==> config.mk <==
export PLATFORM = sky130hd
export DESIGN_NAME = sc_psrandom_range
export DESIGN_NICKNAME = d
export VERILOG_FILES = /design/src/rtl/sc_psrandom_range.sv
export SDC_FILE = /design/constraint.sdc
export NUM_CORES = 1
export LEC_CHECK = 0
export ABC_AREA = 1
export BUFFER_PORTS_ARGS = -buffer_cell sky130_fd_sc_hd__buf_2
export CAP_MARGIN = 25
export CORE_ASPECT_RATIO = 1.25
export CORE_UTILIZATION = 36
export DETAILED_ROUTE_END_ITERATION = 12
export GPL_TIMING_DRIVEN = 0
export HOLD_SLACK_MARGIN = 0.12
export MAX_ROUTING_LAYER = met4
export PLACE_DENSITY = 0.59
export RECOVER_POWER = 50
export SYNTH_ARGS = -nofsm -noshare
export SYNTH_HDL_FRONTEND = slang
export SYNTH_SLANG_ARGS = --single-unit
==> constraint.sdc <==
create_clock -name SC_PSRANDOM_CLOCK_50 -period 3.2 [get_ports SC_PSRANDOM_CLOCK_50]
set_input_delay 0.48 -clock SC_PSRANDOM_CLOCK_50 [delete_from_list [all_inputs] [get_ports SC_PSRANDOM_CLOCK_50]]
set_output_delay 0.48 -clock SC_PSRANDOM_CLOCK_50 [all_outputs]
set_load 0.1 [all_outputs]
==> src/rtl/sc_psrandom_range.sv <==
// rtl/sc_psrandom_range.sv - mask-and-reject range sampler feeding a small valid/ready FIFO.
// Optional rejection statistics on reject_Out are built when SC_PSRANDOM_RANGE_STATS_EN is defined.
module sc_psrandom_range #(
   parameter int DATAWIDTH  = 8,
   parameter int FIFO_DEPTH = 4,
   parameter int REJ_MAX    = 7
) (
   input  logic                          SC_PSRANDOM_CLOCK_50,
   input  logic                          SC_PSRANDOM_RESET_InHigh,
   input  logic [DATAWIDTH-1:0]          SC_PSRANDOM_data_InBUS,
   input  logic [DATAWIDTH-1:0]          SC_PSRANDOM_limit_InBUS,
   input  logic                          SC_PSRANDOM_flush_InHigh,
   input  logic                          SC_PSRANDOM_ready_InHigh,
   output logic [DATAWIDTH-1:0]          SC_PSRANDOM_data_OutBUS,
   output logic                          SC_PSRANDOM_valid_OutHigh,
   output logic [$clog2(FIFO_DEPTH):0]   SC_PSRANDOM_count_OutBUS,
   output logic [15:0]                   SC_PSRANDOM_reject_OutBUS
);

   localparam int             PW       = $clog2(FIFO_DEPTH);
   localparam logic [PW:0]    FULL_CNT = (PW+1)'(FIFO_DEPTH);
   localparam logic [3:0]     REJ_LAST = 4'(REJ_MAX - 1);

   typedef enum logic [1:0] {ST_FILL, ST_FORCE, ST_HOLD} state_t;

   state_t                 state, state_nxt;
   logic [DATAWIDTH-1:0]   mem [FIFO_DEPTH];
   logic [PW-1:0]          rd_ptr, wr_ptr;
   logic [PW:0]            count, count_nxt;
   logic [3:0]             rej_cnt;

   logic [DATAWIDTH-1:0]   lim_m1, mask, candidate, push_val;
   logic                   cand_ok, full, pop, room, sample, force_cyc, push, trigger;

   // limit-1 wraps to all-ones for limit=0, so the smear yields the pass-through mask for free
   always_comb begin
      lim_m1 = SC_PSRANDOM_limit_InBUS - 1'b1;
      mask   = lim_m1;
      for (int i = 1; i < DATAWIDTH; i++) begin
         mask = mask | (lim_m1 >> i);
      end
      candidate = SC_PSRANDOM_data_InBUS & mask;
      cand_ok   = (SC_PSRANDOM_limit_InBUS == '0) || (candidate < SC_PSRANDOM_limit_InBUS);
   end

   always_ff @(posedge SC_PSRANDOM_CLOCK_50 or posedge SC_PSRANDOM_RESET_InHigh) begin
      if (SC_PSRANDOM_RESET_InHigh) begin
         state <= ST_FILL;
      end else begin
         state <= state_nxt;
      end
   end

   always_comb begin
      state_nxt = state;
      if (SC_PSRANDOM_flush_InHigh) begin
         state_nxt = ST_FILL;
      end else if (trigger) begin
         state_nxt = ST_FORCE;
      end else if (force_cyc || sample) begin
         state_nxt = (count_nxt == FULL_CNT) ? ST_HOLD : ST_FILL;
      end
   end

   // A pop frees a slot in the same edge, so a full FIFO that is being drained still samples
   always_comb begin
      full      = (count == FULL_CNT);
      pop       = (count != '0) && SC_PSRANDOM_ready_InHigh;
      room      = !full || pop;
      force_cyc = (state == ST_FORCE);
      sample    = !force_cyc && room;
      push      = room && (force_cyc || (sample && cand_ok));
      push_val  = (force_cyc && !cand_ok) ? (candidate - SC_PSRANDOM_limit_InBUS) : candidate;
      trigger   = sample && !cand_ok && (rej_cnt == REJ_LAST);
      count_nxt = count + {{PW{1'b0}}, push} - {{PW{1'b0}}, pop};
   end

   always_ff @(posedge SC_PSRANDOM_CLOCK_50 or posedge SC_PSRANDOM_RESET_InHigh) begin
      if (SC_PSRANDOM_RESET_InHigh) begin
         rd_ptr  <= '0;
         wr_ptr  <= '0;
         count   <= '0;
         rej_cnt <= '0;
         for (int i = 0; i < FIFO_DEPTH; i++) begin
            mem[i] <= '0;
         end
      end else if (SC_PSRANDOM_flush_InHigh) begin
         rd_ptr  <= '0;
         wr_ptr  <= '0;
         count   <= '0;
         rej_cnt <= '0;
      end else begin
         if (push) begin
            mem[wr_ptr] <= push_val;
            wr_ptr      <= wr_ptr + 1'b1;
         end
         if (pop) begin
            rd_ptr <= rd_ptr + 1'b1;
         end
         count <= count_nxt;
         if (force_cyc || (sample && cand_ok)) begin
            rej_cnt <= '0;
         end else if (sample) begin
            rej_cnt <= rej_cnt + 1'b1;
         end
      end
   end

   assign SC_PSRANDOM_data_OutBUS   = mem[rd_ptr];
   assign SC_PSRANDOM_valid_OutHigh = (count != '0);
   assign SC_PSRANDOM_count_OutBUS  = count;

`ifdef SC_PSRANDOM_RANGE_STATS_EN
   logic        rej_event;
   logic [15:0] rej_total;

   assign rej_event = (sample || force_cyc) && !cand_ok;

   always_ff @(posedge SC_PSRANDOM_CLOCK_50 or posedge SC_PSRANDOM_RESET_InHigh) begin
      if (SC_PSRANDOM_RESET_InHigh) begin
         rej_total <= '0;
      end else if (SC_PSRANDOM_flush_InHigh) begin
         rej_total <= '0;
      end else if (rej_event && (rej_total != 16'hFFFF)) begin
         rej_total <= rej_total + 1'b1;
      end
   end

   assign SC_PSRANDOM_reject_OutBUS = rej_total;
`else
   assign SC_PSRANDOM_reject_OutBUS = 16'd0;
`endif

endmodule
## Word-level counts from Yosys, hierarchy flattened

Index checks and enable logic that the tools add are counted.

| storage, ports and cells | value |
|---|---|
| bits in registers | 45 |
| logic and storage cells | 76 |

| cells by class | value |
|---|---|
| reductions and logical operators | 22 |
| equality and inequality tests | 4 |
| bitwise operators | 11 |
| muxes and demuxes | 19 |
| add/sub/neg operators | 7 |
| magnitude comparators | 4 |

Operator list:

| operator | number |
|---|---|
| $bwmux 32 | 1 |
| $mux 8 | 4 |
| $bmux 8 s2 | 1 |
| $demux 8 s2 | 1 |
| $mux 2 | 8 |
| $mux 4 | 3 |
| $reduce_bool 3->1 | 3 |
| $and 8x8->8 | 1 |
| $logic_and 1x1->1 | 8 |
| $logic_not 8->1 | 1 |
| $lt 8x8->1 | 1 |
| $or 8x1->8 | 1 |
| $or 8x2->8 | 1 |
| $or 8x3->8 | 1 |
| $or 8x4->8 | 1 |
| $or 8x5->8 | 1 |
| $or 8x6->8 | 1 |
| $or 8x7->8 | 1 |
| $sub 8x1->8 const B | 1 |
| $sub 8x8->8 | 1 |
| $eq 3x3->1 const B | 2 |
| $ge 3x3->1 const B | 2 |
| $not 2->3 | 2 |
| $add 2x1->2 const B | 2 |
| other kinds (12) | 18 |

## Depth between registers and ports, before layout

Gate-level depths: netlist (run 1).

| logic depth | value |
|---|---|
| depth in word-level cells | 21 |
| mapped depth | 32 |

## Worst setup path before layout (run 1)

OpenSTA, ideal clock, no wires.

| timing | value |
|---|---|
| path kind | input-to-reg |
| from | input SC_PSRANDOM_limit_InBUS[1] |
| to | register state[1] |
| setup time | 0.063 ns |
| stages | 29 |
| slack | -0.776 ns |
| arrival | 3.912 ns |
| path through | inv_1 -> ha_1 -> nand3_1 -> xor2_1 -> nand2_1 -> nor2_1 -> a21oi_1 -> ha_1 -> nand2_1 -> nor2_1 -> nand2_1 -> nand3_2 -> nand2_1 -> nand2_1 -> nand2_2 -> nand2_2 -> nand3_4 -> nand2_1 -> ha_1 -> inv_1 -> ha_1 -> inv_1 -> fa_1 -> xor2_1 -> nor2_1 -> nand3_1 -> nand2_1 -> o211ai_1 -> inv_1 |

| on the way | value |
|---|---|
| cells in the longest elaborated chain, start to end | 21 |
| elaborated cells on any way between the ends | 26 |
| those cells by class | add/sub (3); order compare (1); eq/ne (1); mux (4); bitwise (8); reduce/logical (9) |

RTL lines:

| what | line | RTL |
|---|---|---|
| start, declared | 11 | `input logic [DATAWIDTH-1:0] SC_PSRANDOM_limit_InBUS,` |
| $sub 8x1->8 | 37 | `lim_m1 = SC_PSRANDOM_limit_InBUS - 1'b1;` |
| $or 8x7->8 | 40 | `mask = mask \| (lim_m1 >> i);` |
| $or 8x6->8 | 40 |  |
| $or 8x5->8 | 40 |  |
| $or 8x4->8 | 40 |  |
| $or 8x3->8 | 40 |  |
| $or 8x2->8 | 40 |  |
| $or 8x1->8 | 40 |  |
| (+5 left out) | - |  |
| $logic_and 1x1->1 | 72 | `push = room && (force_cyc \|\| (sample && cand_ok));` |
| $add 3x1->3 | 75 | `count_nxt = count + {{PW{1'b0}}, push} - {{PW{1'b0}}, pop};` |
| $sub 3x1->3 | 75 |  |
| $eq 3x3->1 | 61 | `state_nxt = (count_nxt == FULL_CNT) ? ST_HOLD : ST_FILL;` |
| $mux 2 | 61 |  |
| $mux 2 | 60 | `end else if (force_cyc \|\| sample) begin` |
| $mux 2 | 58 | `end else if (trigger) begin` |
| $mux 2 | 56 | `if (SC_PSRANDOM_flush_InHigh) begin` |
| end signal, assigned | 50 | `state <= state_nxt;` |
| end, declared | 26 | `state_t state, state_nxt;` |

Mark *: on every way between the ends. The rest lies on a longest branch, timed or not. The select of a mux whose other input is x is not followed.
A chain may end at the register's enable or synchronous reset.

## Worst setup path after layout (run 1)

Ends and elaborated chain as after synthesis.

==> results of run 1 <==
cell type report:
cell class                 instances  area (um2)
tap                              117       146.4
fill                             795        4111
timing repair buffer              76       568.0
clock buffer                       5       68.82
buffer                            20       142.6
inverter                          54       212.7
clock inverter                     3       46.29
sequential                        45        1126
multi-input combinational        331        1957
cells in the mapped netlist:
master / n
a21boi_1: 1
a21oi_1: 11
a31oi_1: 2
buf_4: 16
buf_6: 1
clkbuf_1: 3
clkinv_1: 1
conb_1: 1
dfrtp_1: 45
fa_1: 2
ha_1: 18
inv_1: 51
inv_2: 2
nand2_1: 157
nand2_2: 3
nand3_1: 9
nand3_2: 2
nand3_4: 3
nand4_1: 8
nor2_1: 38
nor2_2: 1
nor2_4: 6
nor4_1: 1
o211ai_1: 1
o21ai_0: 24
o21ai_1: 1
o21ai_2: 4
o21bai_1: 1
o22ai_1: 10
xnor2_1: 4
xor2_1: 8
worst max-delay path by stage:
stage,cells past startpoint,endpoint,start
global placement,30,state[1]$_DFFE_PP0P_,SC_PSRANDOM_limit_InBUS[1]
global route,32,state[1]$_DFFE_PP0P_,SC_PSRANDOM_limit_InBUS[1]
detailed placement,30,state[1]$_DFFE_PP0P_,SC_PSRANDOM_limit_InBUS[1]
finish,30,state[1]$_DFFE_PP0P_,SC_PSRANDOM_limit_InBUS[1]
floorplan,29,state[1]$_DFFE_PP0P_,SC_PSRANDOM_limit_InBUS[1]
CTS,31,state[1]$_DFFE_PP0P_,SC_PSRANDOM_limit_InBUS[1]
critical path, delay by kind of cell:
family / cells / cell delay (ps)
compound gates: 2 / 160
xor+xnor: 2 / 390
fa+ha+maj: 5 / 1170
buf+inv: 5 / 370
simple gates: 16 / 1340
sequential cells by signal, summed over array words and instances (netlist names):
name                      flops
SC_PSRANDOM_count_OutBUS      3
mem                          32
rd_ptr                        2
rej_cnt                       4
state                         2
wr_ptr                        2
per-layer routing:
layer | GRT usage, % | share of wire (%) | vias to the layer above
li1 | - | - | 1531
met1 | 21.65 | 45 | 1372
met2 | 31.14 | 50 | 64
met3 | 1.848 | 3.1 | 11
met4 | 6.548 | 1.8 | 0
met5 | - | 0 | -
power by group:
group / leakage, nW / internal [W] / switching (W)
clock: 0.0543 / 0.000234 / 0.000212
sequential: 0.581 / 0.000782 / 0.000126
combinational: 1.58 / 0.000430 / 0.00132
metrics by stage:
step / utilization [%] / TNS (ps)
after floorplan: - / -1400
after global placement: 42.84 / -13910
after detailed placement: 43.08 / -15590
after CTS: 48.92 / -910.3
after global routing: 50.93 / -1729
final: 50.93 / -934.9
cell families after synthesis:
logic type / count (synthesis)
buffers and inverters: 74
AOI/OAI and AO/OA: 55
other: 1
xor gates and xnor gates: 12
DFF: 45
adders and majority gates: 20
and+or+nand+nor: 228
timing repair:
action,CTS,global route
endpoints found under the hold margin,10,0
hold buffers,1,0
endpoints found under the setup margin,23,40
pin swaps,22,20
cloned,0,0
setup buffers,34,16
resized for setup,32,22
==> results_dict.tcl, run 1 <==
set metrics [dict create \
    outcome "finished with violations" \
    failed_checks "max-capacitance violations, max-slew violations, negative setup slack" \
    hold_slack_ps 422.6 \
    r2r-end "state[1]$_DFFE_PP0P_" \
    irDropWorstVdd_v 0.0002959 \
    dieArea_um2 9150 \
    muxShareOfSynthArea_pct 0 \
    cp-end-kind "register" \
    io_pins 48 \
    drv_slew 36 \
    worstReg2RegStart "SC_PSRANDOM_count_OutBUS[0]$_DFF_PP0_" \
    crit_top_cell "nand2_2" \
    whs_endpoint "SC_PSRANDOM_count_OutBUS[1]$_DFF_PP0_" \
    layout_common_cells "149 x nand2_1, 45 x dfrtp_1, 45 x buf_4" \
    grt_pass1_wl_mm 12.79 \
    die_x_um 85.76 \
    core_um2 8379 \
    tightest_slew_ps 1573 \
    layout_min_cycle_time_ps 3667 \
    fp.dieH_um 106.7 \
    crit_path_max_fanout 5 \
    drc 0 \
    netlist.area_leader.share_pct 35.67 \
    cts_root_buf "clkbuf_8" \
    powerDensity_nw_per_um2 727.2 \
    synth-simple-area-share_pct 31.63 \
    rows 37 \
    synth_xor_area_share_pct 3.329 \
    wl_per_cell_um 11.63 \
    crit_slowest_cell "ha_1" \
    hpwlAfterDp_mm 5.346 \
    grt_setup_unrepaired "true" \
    ff2ff_setup_slack_ps 490 \
    first_global_vias 2809 \
    grt.overflow.total 0 \
    cpPeakStageDelay_ps 320 \
    postLayoutCellArea_um2 4268 \
    dp.cells 599 \
    drive_above_1_share_pct 29.40 \
    ys_ff_latch 45 \
    drtPass1Iterations 4 \
    p_leak_nw 2.219 \
    synth_top_area_cell "dfrtp_1" \
    clock_skew_ps 10.54 \
    finalHoldViolCount 0 \
    holdPathStages 2 \
    routed_wl_mm 7.571 \
    ant_nets 0 \
    cp-start-kind "input pin" \
    finalCritPeriodShare_pct 114.6 \
    gp_congestion 0.7714 \
    post-place-ws_ps -1234 \
    stdcell_count 651 \
    synth.distinct_cells 31 \
    maxCapViolCount 1 \
    antenna_found_initial 0 \
    synth_fa_ha_area_share_pct 8.403 \
    synth-compound-area-share_pct 9.909 \
    cts.clk_slew.worst_paths_ps 90 \
    cts_buffer_depth 2 \
    track_usage_pct 17.98 \
    cts_made_buffers 5 \
    portBuffers 31 \
    clock_sinks 45 \
    diodes 0 \
    synth_area_per_cell_um2 7.257 \
    power_w 0.003103 \
    clk_latency_ps 310 \
    grt_max_degree 36 \
    place_area_um2 3610 \
    syn_inst 435 \
    h-tree-depth 2 \
    route.vias.total 2978 \
    start_util_pct 37.67 \
    cp.arrival_ps 3920 \
    slew_headroom_pct -4.847 \
    area_growth_pct 35.20 \
    setup_viol_count_final 3 \
    worstHoldStart "SC_PSRANDOM_flush_InHigh" \
    routed_via_density 4.575 \
    worst-setup-path-type "input pin to register" \
    worst_slack_ps -467.3 \
    synth-seq-area-share_pct 35.67 \
    fmax_ghz 0.2727 \
    ys_warn_count 0 \
    cts_tree "built" \
    cp_data_required_time_ps 3450 \
    layout_commonest_cell "nand2_1" \
    r2r_cells 14 \
    synthTopCellsByArea "dfrtp_1 36%, nand2_1 19%, ha_1 7.1%" \
    synth_top_family_by_area "simple AND/OR/NAND/NOR gates" \
    first_iter_violations 149 \
    syn_area_um2 3157 \
    hold_path.class "input pin to register" \
    layout.nets 573 \
]
Note: power is estimated with default switching activity, not from simulation.
==> run 2, diff against run 1 <==
--- a/config.mk
+++ b/config.mk
@@ -6,15 +6,17 @@
 export NUM_CORES = 1
 export LEC_CHECK = 0
 export ABC_AREA = 1
-export BUFFER_PORTS_ARGS = -buffer_cell sky130_fd_sc_hd__buf_2
 export CAP_MARGIN = 25
+export CELL_PAD_IN_SITES_DETAIL_PLACEMENT = 1
+export CELL_PAD_IN_SITES_GLOBAL_PLACEMENT = 2
 export CORE_ASPECT_RATIO = 1.25
 export CORE_UTILIZATION = 36
 export DETAILED_ROUTE_END_ITERATION = 12
+export DONT_BUFFER_PORTS = 1
 export GPL_TIMING_DRIVEN = 0
 export HOLD_SLACK_MARGIN = 0.12
 export MAX_ROUTING_LAYER = met4
-export PLACE_DENSITY = 0.59
+export PLACE_DENSITY = 0.83
 export RECOVER_POWER = 50
 export SYNTH_ARGS = -nofsm -noshare
 export SYNTH_HDL_FRONTEND = slang
==> run 2 against run 1 <==
- the flow still finishes with violations (max-capacitance violations, max-slew violations, negative setup slack)
- clock-buffer cell count rose by 1
- sequential power up 10%
- flip-flop and latch count stayed put
- critical path type unchanged
- highest routed layer unchanged
==> results_dict.tcl, run 2 (same netlist as run 1, synthesis figures left out) <==
set metrics [dict create \
    largest_reg_flops 32 \
    h-tree-depth 2 \
    crit_slowest_cell "fa_2" \
    grt_pass1_wl_mm 15.35 \
    cts.clk_slew.worst_paths_ps 80 \
    cp-start-kind "input pin" \
    die_x_um 85.76 \
    postLayoutCellArea_um2 4156 \
    cts_tree "built" \
    fp.dieH_um 106.7 \
    clock_skew_ps 4.804 \
    drive_above_1_share_pct 26.95 \
    hpwlAfterDp_mm 6.357 \
    slew_headroom_pct -14.80 \
    post-place-ws_ps -1118 \
    fmax_ghz 0.2712 \
    cts_root_buf "clkbuf_8" \
    route.vias.total 2918 \
    setup_viol_count_final 3 \
    first_global_vias 3152 \
    tightest_slew_ps 1722 \
    grt.overflow.total 0 \
    irDropWorstVdd_v 0.0002703 \
    io_pins 48 \
    gp_congestion 0.7537 \
    antenna_found_initial 0 \
    routed_wl_mm 9.276 \
    maxCapViolCount 1 \
    core_um2 8379 \
    start_util_pct 37.67 \
    routed_via_density 4.722 \
    cp_data_required_time_ps 3450 \
    cp.arrival_ps 3940 \
    dieArea_um2 9150 \
    cp-end-kind "register" \
    power_w 0.003208 \
    track_usage_pct 22.12 \
    layout_commonest_cell "nand2_1" \
    rows 37 \
    layout.nets 541 \
    failed_checks "max-capacitance violations, max-slew violations, negative setup slack" \
    first_iter_violations 69 \
    fillerInstances 1043 \
    diodes 0 \
    layout_min_cycle_time_ps 3687 \
    drtPass1Iterations 4 \
    grt_max_degree 32 \
    wl_per_cell_um 15.01 \
    p_leak_nw 2.084 \
    finalCritPeriodShare_pct 115.2 \
    crit_path_max_fanout 4 \
    clk_latency_ps 300 \
    regMostFlops "mem" \
    worst-setup-path-type "input pin to register" \
    grt_setup_unrepaired "true" \
    portBuffers 0 \
    cts_made_buffers 5 \
    drv_slew 32 \
    layout_common_cells "143 x nand2_1, 45 x dfrtp_1, 44 x buf_4" \
    outcome "finished with violations" \
    hold_path.class "input pin to register" \
    cpPeakStageDelay_ps 400 \
    place_area_um2 3562 \
    ant_nets 0 \
    cts_buffer_depth 2 \
    clock_sinks 45 \
    area_growth_pct 31.67 \
    worst_slack_ps -487.4 \
    powerDensity_nw_per_um2 771.8 \
    drc 0 \
    finalHoldViolCount 0 \
    crit_top_cell "nand2_1" \
    final_util_pct 49.60 \
]
## run 2: path summary, 6_finish.rpt
kind	to	cells past startpoint	startpoint	slack (ps)
setup reg to reg	state[1]$_DFFE_PP0P_	15	SC_PSRANDOM_count_OutBUS[0]$_DFF_PP0_	-390
hold reg to reg	mem[15]$_DFFE_PP0P_	2	mem[15]$_DFFE_PP0P_	480
hold / removal	SC_PSRANDOM_count_OutBUS[0]$_DFF_PP0_	1	SC_PSRANDOM_flush_InHigh	230
max in group asynchronous	mem[8]$_DFFE_PP0P_	3	SC_PSRANDOM_RESET_InHigh	530
min in group asynchronous	wr_ptr[1]$_DFFE_PP0P_	2	SC_PSRANDOM_RESET_InHigh	680
setup / recovery	state[1]$_DFFE_PP0P_	31	SC_PSRANDOM_limit_InBUS[1]	-490
## run 2: area by class of cell
class	instances	area, um2	share of cell area [%]
multi-input combinational	331	2033	48.92
tap	117	146.4	3.522
timing repair buffer	44	405.4	9.753
sequential	45	1126	27.09
clock inverter	1	7.507	0.1806
buffer	20	142.6	3.432
clock buffer	6	82.58	1.987
inverter	54	212.7	5.117
## run 2: repair_timing
action                                  in CTS  in global routing
resized for setup                           30                 28
hold buffers                                 1                  0
endpoints found under the setup margin      20                 41
endpoints found under the hold margin       14                  0
pin swaps                                   20                 29
buffers inserted                            30                 15
## run 2: layer usage
metal  wire [um]  track usage, %
met5           0               -
met4         104           5.714
met3         212           2.540
met2        4950           39.26
met1        4009           26.62
## run 2: report_power, final
group          internal, W  switching, W
Clock             0.000171      0.000194
Combinational     0.000519       0.00132
Sequential        0.000779      0.000222
## run 2: stage by stage
| step | hold WS [ps] | TNS, ps | std cells |
|---|---|---|---|
| after floorplan | 443.6 | -1400 | 450 |
| after global placement | 456.7 | -10810 | 567 |
| after detailed placement | 361.2 | -12020 | 571 |
| after CTS | 214.2 | -764.7 | 607 |
| after global routing | 212.8 | -1553 | 618 |
| final | 232.1 | -921.7 | 618 |
## run 2: worst max-delay path: cells and delay by family
| kind | cells | cell delay, ps |
|---|---|---|
| AO/OA/AOI/OAI | 1 | 80 |
| XOR/XNOR | 1 | 160 |
| adder cells (fa/ha/maj) | 5 | 1300 |
| buffers and inverters | 8 | 710 |
| AND/OR/NAND/NOR | 16 | 1170 |
==> run 3, diff against run 2 <==
--- a/config.mk
+++ b/config.mk
@@ -10,13 +10,13 @@
 export CELL_PAD_IN_SITES_DETAIL_PLACEMENT = 1
 export CELL_PAD_IN_SITES_GLOBAL_PLACEMENT = 2
 export CORE_ASPECT_RATIO = 1.25
-export CORE_UTILIZATION = 36
+export CORE_UTILIZATION = 33
 export DETAILED_ROUTE_END_ITERATION = 12
 export DONT_BUFFER_PORTS = 1
 export GPL_TIMING_DRIVEN = 0
 export HOLD_SLACK_MARGIN = 0.12
 export MAX_ROUTING_LAYER = met4
-export PLACE_DENSITY = 0.83
+export PLACE_DENSITY = 0.81
 export RECOVER_POWER = 50
 export SYNTH_ARGS = -nofsm -noshare
 export SYNTH_HDL_FRONTEND = slang
==> constraint.sdc (replaced) <==
create_clock -name SC_PSRANDOM_CLOCK_50 -period 3.1 [get_ports SC_PSRANDOM_CLOCK_50]
set_input_delay 0.465 -clock SC_PSRANDOM_CLOCK_50 [delete_from_list [all_inputs] [get_ports SC_PSRANDOM_CLOCK_50]]
set_output_delay 0.465 -clock SC_PSRANDOM_CLOCK_50 [all_outputs]
set_load 0.1 [all_outputs]
==> run 3 against run 2 <==
- the run still ends with max-capacitance violations, max-slew violations, negative setup slack left
- core utilization down 2.2 points
- sequential power is 4% higher
- clock-buffer cell count increased by 1
- die area grew 8.9%
- sequential share of layout area down 1.3 points
- total power is 7.1% higher
- largest cell class unchanged
- cell count grew 1.5%
- cell area rose by 5.1%
- non-clock buffer count increased by 3
- clock power grew 44%
- setup slack worse by 47 ps
- worst hold slack hardly changed
==> results_dict.tcl, run 3 (same netlist as run 1, synthesis figures left out) <==
set metrics [dict create \
    place_area_um2 3540 \
    hold_path.class "input pin to register" \
    layout_min_cycle_time_ps 3634 \
    irDropWorstVdd_v 0.0003077 \
    grt.overflow.total 0 \
    h-tree-depth 2 \
    switchingPower_w 0.001805 \
    clock_sinks 45 \
    outcome "finished with violations" \
    layout_commonest_cell "nand2_1" \
    postLayoutCellArea_um2 4369 \
    die_x_um 89.48 \
    finalCritPeriodShare_pct 117.2 \
    portBuffers 0 \
    routed_wl_mm 9.554 \
    worst-setup-path-type "input pin to register" \
    slew_headroom_pct -5.660 \
    track_usage_pct 20.29 \
    cp-end-kind "register" \
    gp_congestion 0.7974 \
    fillerInstances 1129 \
    powerDensity_nw_per_um2 786.5 \
    grt_util_met2_pct 37.15 \
    first_iter_violations 130 \
    clock_power_share_pct 15.3 \
    grt_setup_unrepaired "true" \
    p_int_w 0.001631 \
    fp.dieH_um 111.4 \
    cts_root_buf "clkbuf_16" \
    cts_made_buffers 5 \
    ant_nets 0 \
    dieArea_um2 9964 \
    regArea_um2 1126 \
    rows 39 \
    clock_skew_ps 7.402 \
    hpwlAfterDp_mm 6.378 \
    cp_data_required_time_ps 3330 \
    gr-usage-met3_pct 2.817 \
    p_leak_nw 2.150 \
    layout_common_cells "130 x nand2_1, 46 x buf_4, 45 x dfrtp_1" \
    busiest_layer "met2" \
    tns_ps -1019 \
    grt_max_degree 35 \
    routed_via_density 4.818 \
    clk_latency_ps 290 \
    route.vias.total 3021 \
    maxCapViolCount 1 \
    worst_slack_ps -534.0 \
    cp.arrival_ps 3870 \
    antenna_found_initial 0 \
    use_met1_pct 22.53 \
    start_util_pct 34.23 \
    cts.clk_slew.worst_paths_ps 60 \
    drtPass1Iterations 5 \
    area_growth_pct 38.41 \
    setup_viol_count_final 3 \
    regMostFlops "mem" \
    cts_buffer_depth 2 \
    grt_pass1_wl_mm 15.13 \
    drv_slew 35 \
    wl_per_cell_um 15.24 \
    crit_top_cell "nand2_2" \
    finalHoldViolCount 0 \
    drive_above_1_share_pct 30.75 \
    drc 0 \
    power_frac_comb_pct 54.6 \
    io_pins 48 \
    largest_reg_flops 32 \
    cp-start-kind "input pin" \
    diodes 0 \
    crit_path_max_fanout 4 \
    fmax_ghz 0.2752 \
    first_global_vias 3163 \
    core_um2 9223 \
    post-place-ws_ps -1188 \
    swShare_pct 52.53 \
    multi_input_area_um2 2143 \
    cpPeakStageDelay_ps 330 \
    p_seq_share_pct 30.1 \
    tightest_slew_ps 1585 \
    cts_tree "built" \
    crit_slowest_cell "ha_4" \
    failed_checks "max-capacitance violations, max-slew violations, negative setup slack" \
    layout.nets 544 \
]
-- run 3: cell count changes in the layout (fill, tap and decap cells not counted), moves of 3 or more --
cell	before	now
ha_4	4	7
nand2_2	14	27
clkbuf_8	6	1
ha_1	13	10
nand2_1	143	130
clkbuf_16	0	6
-- run 3: power by group through the flow --
stage / Combinational (W) / Sequential [W] / Clock [W]
global route: 0.00201 / 0.00107 / 0.000567
detailed placement: 0.00168 / 0.00105 / 0
CTS: 0.00183 / 0.00104 / 0.000544
finish: 0.00187 / 0.00104 / 0.000527
global placement: 0.00152 / 0.00104 / 0
floorplan: 0.00137 / 0.00101 / 0
-- run 3: path summary, 6_finish.rpt --
path                            cells after the start                               endpoint  slack (ps)                             startpoint
worst max-delay path                               31                   state[1]$_DFFE_PP0P_        -530             SC_PSRANDOM_limit_InBUS[1]
worst min-delay path                                1  SC_PSRANDOM_count_OutBUS[0]$_DFF_PP0_         230               SC_PSRANDOM_flush_InHigh
worst max register to register                     15                   state[1]$_DFFE_PP0P_        -510  SC_PSRANDOM_count_OutBUS[0]$_DFF_PP0_
worst min register to register                      2                    mem[13]$_DFFE_PP0P_         480                    mem[13]$_DFFE_PP0P_
max in group asynchronous                           3                     mem[0]$_DFFE_PP0P_         520               SC_PSRANDOM_RESET_InHigh
min in group asynchronous                           2  SC_PSRANDOM_count_OutBUS[0]$_DFF_PP0_         630               SC_PSRANDOM_RESET_InHigh
-- run 3: layer usage --
layer  wire [um]  up-vias
li1            -     1472
met1        3978     1494
met4         125        0
met2        5222       47
met3         228        8
met5           0        -
-- run 3: metrics by stage --
step	util [%]	hold WS [ps]	instances	power [W]
finish	47.37	232.3	627	0.003437
global placement	37.32	457.3	573	0.002554
floorplan	-	443.6	450	0.002372
detailed placement	38.38	315.6	575	0.002725
CTS	44.84	225.5	618	0.003412
global route	47.37	225.1	627	0.003652
-- run 3: critical path, delay by kind of cell --
kind	cells	cell delay (ps)
and+or+nand+nor	17	1370
adders and majority gates	5	1180
AOI/OAI and AO/OA	3	360
buffers and inverters	5	320
xor gates and xnor gates	1	150
-- run 3: final cells by class --
cell class,count,share of cell area [%]
buffer,20,3.351
clock buffer,7,3.265
inverter,54,4.811
multi-input combinational,331,49.06
sequential,45,25.77
tap,123,3.522
timing repair buffer,47,10.22
-- run 3: what timing repair did --
action / CTS / global route
gates cloned: 0 / 1
resized for setup: 39 / 43
endpoints found under the hold margin: 11 / 0
pin swaps: 25 / 34
endpoints found under the setup margin: 35 / 42
hold buffers: 1 / 0
setup buffers: 37 / 14
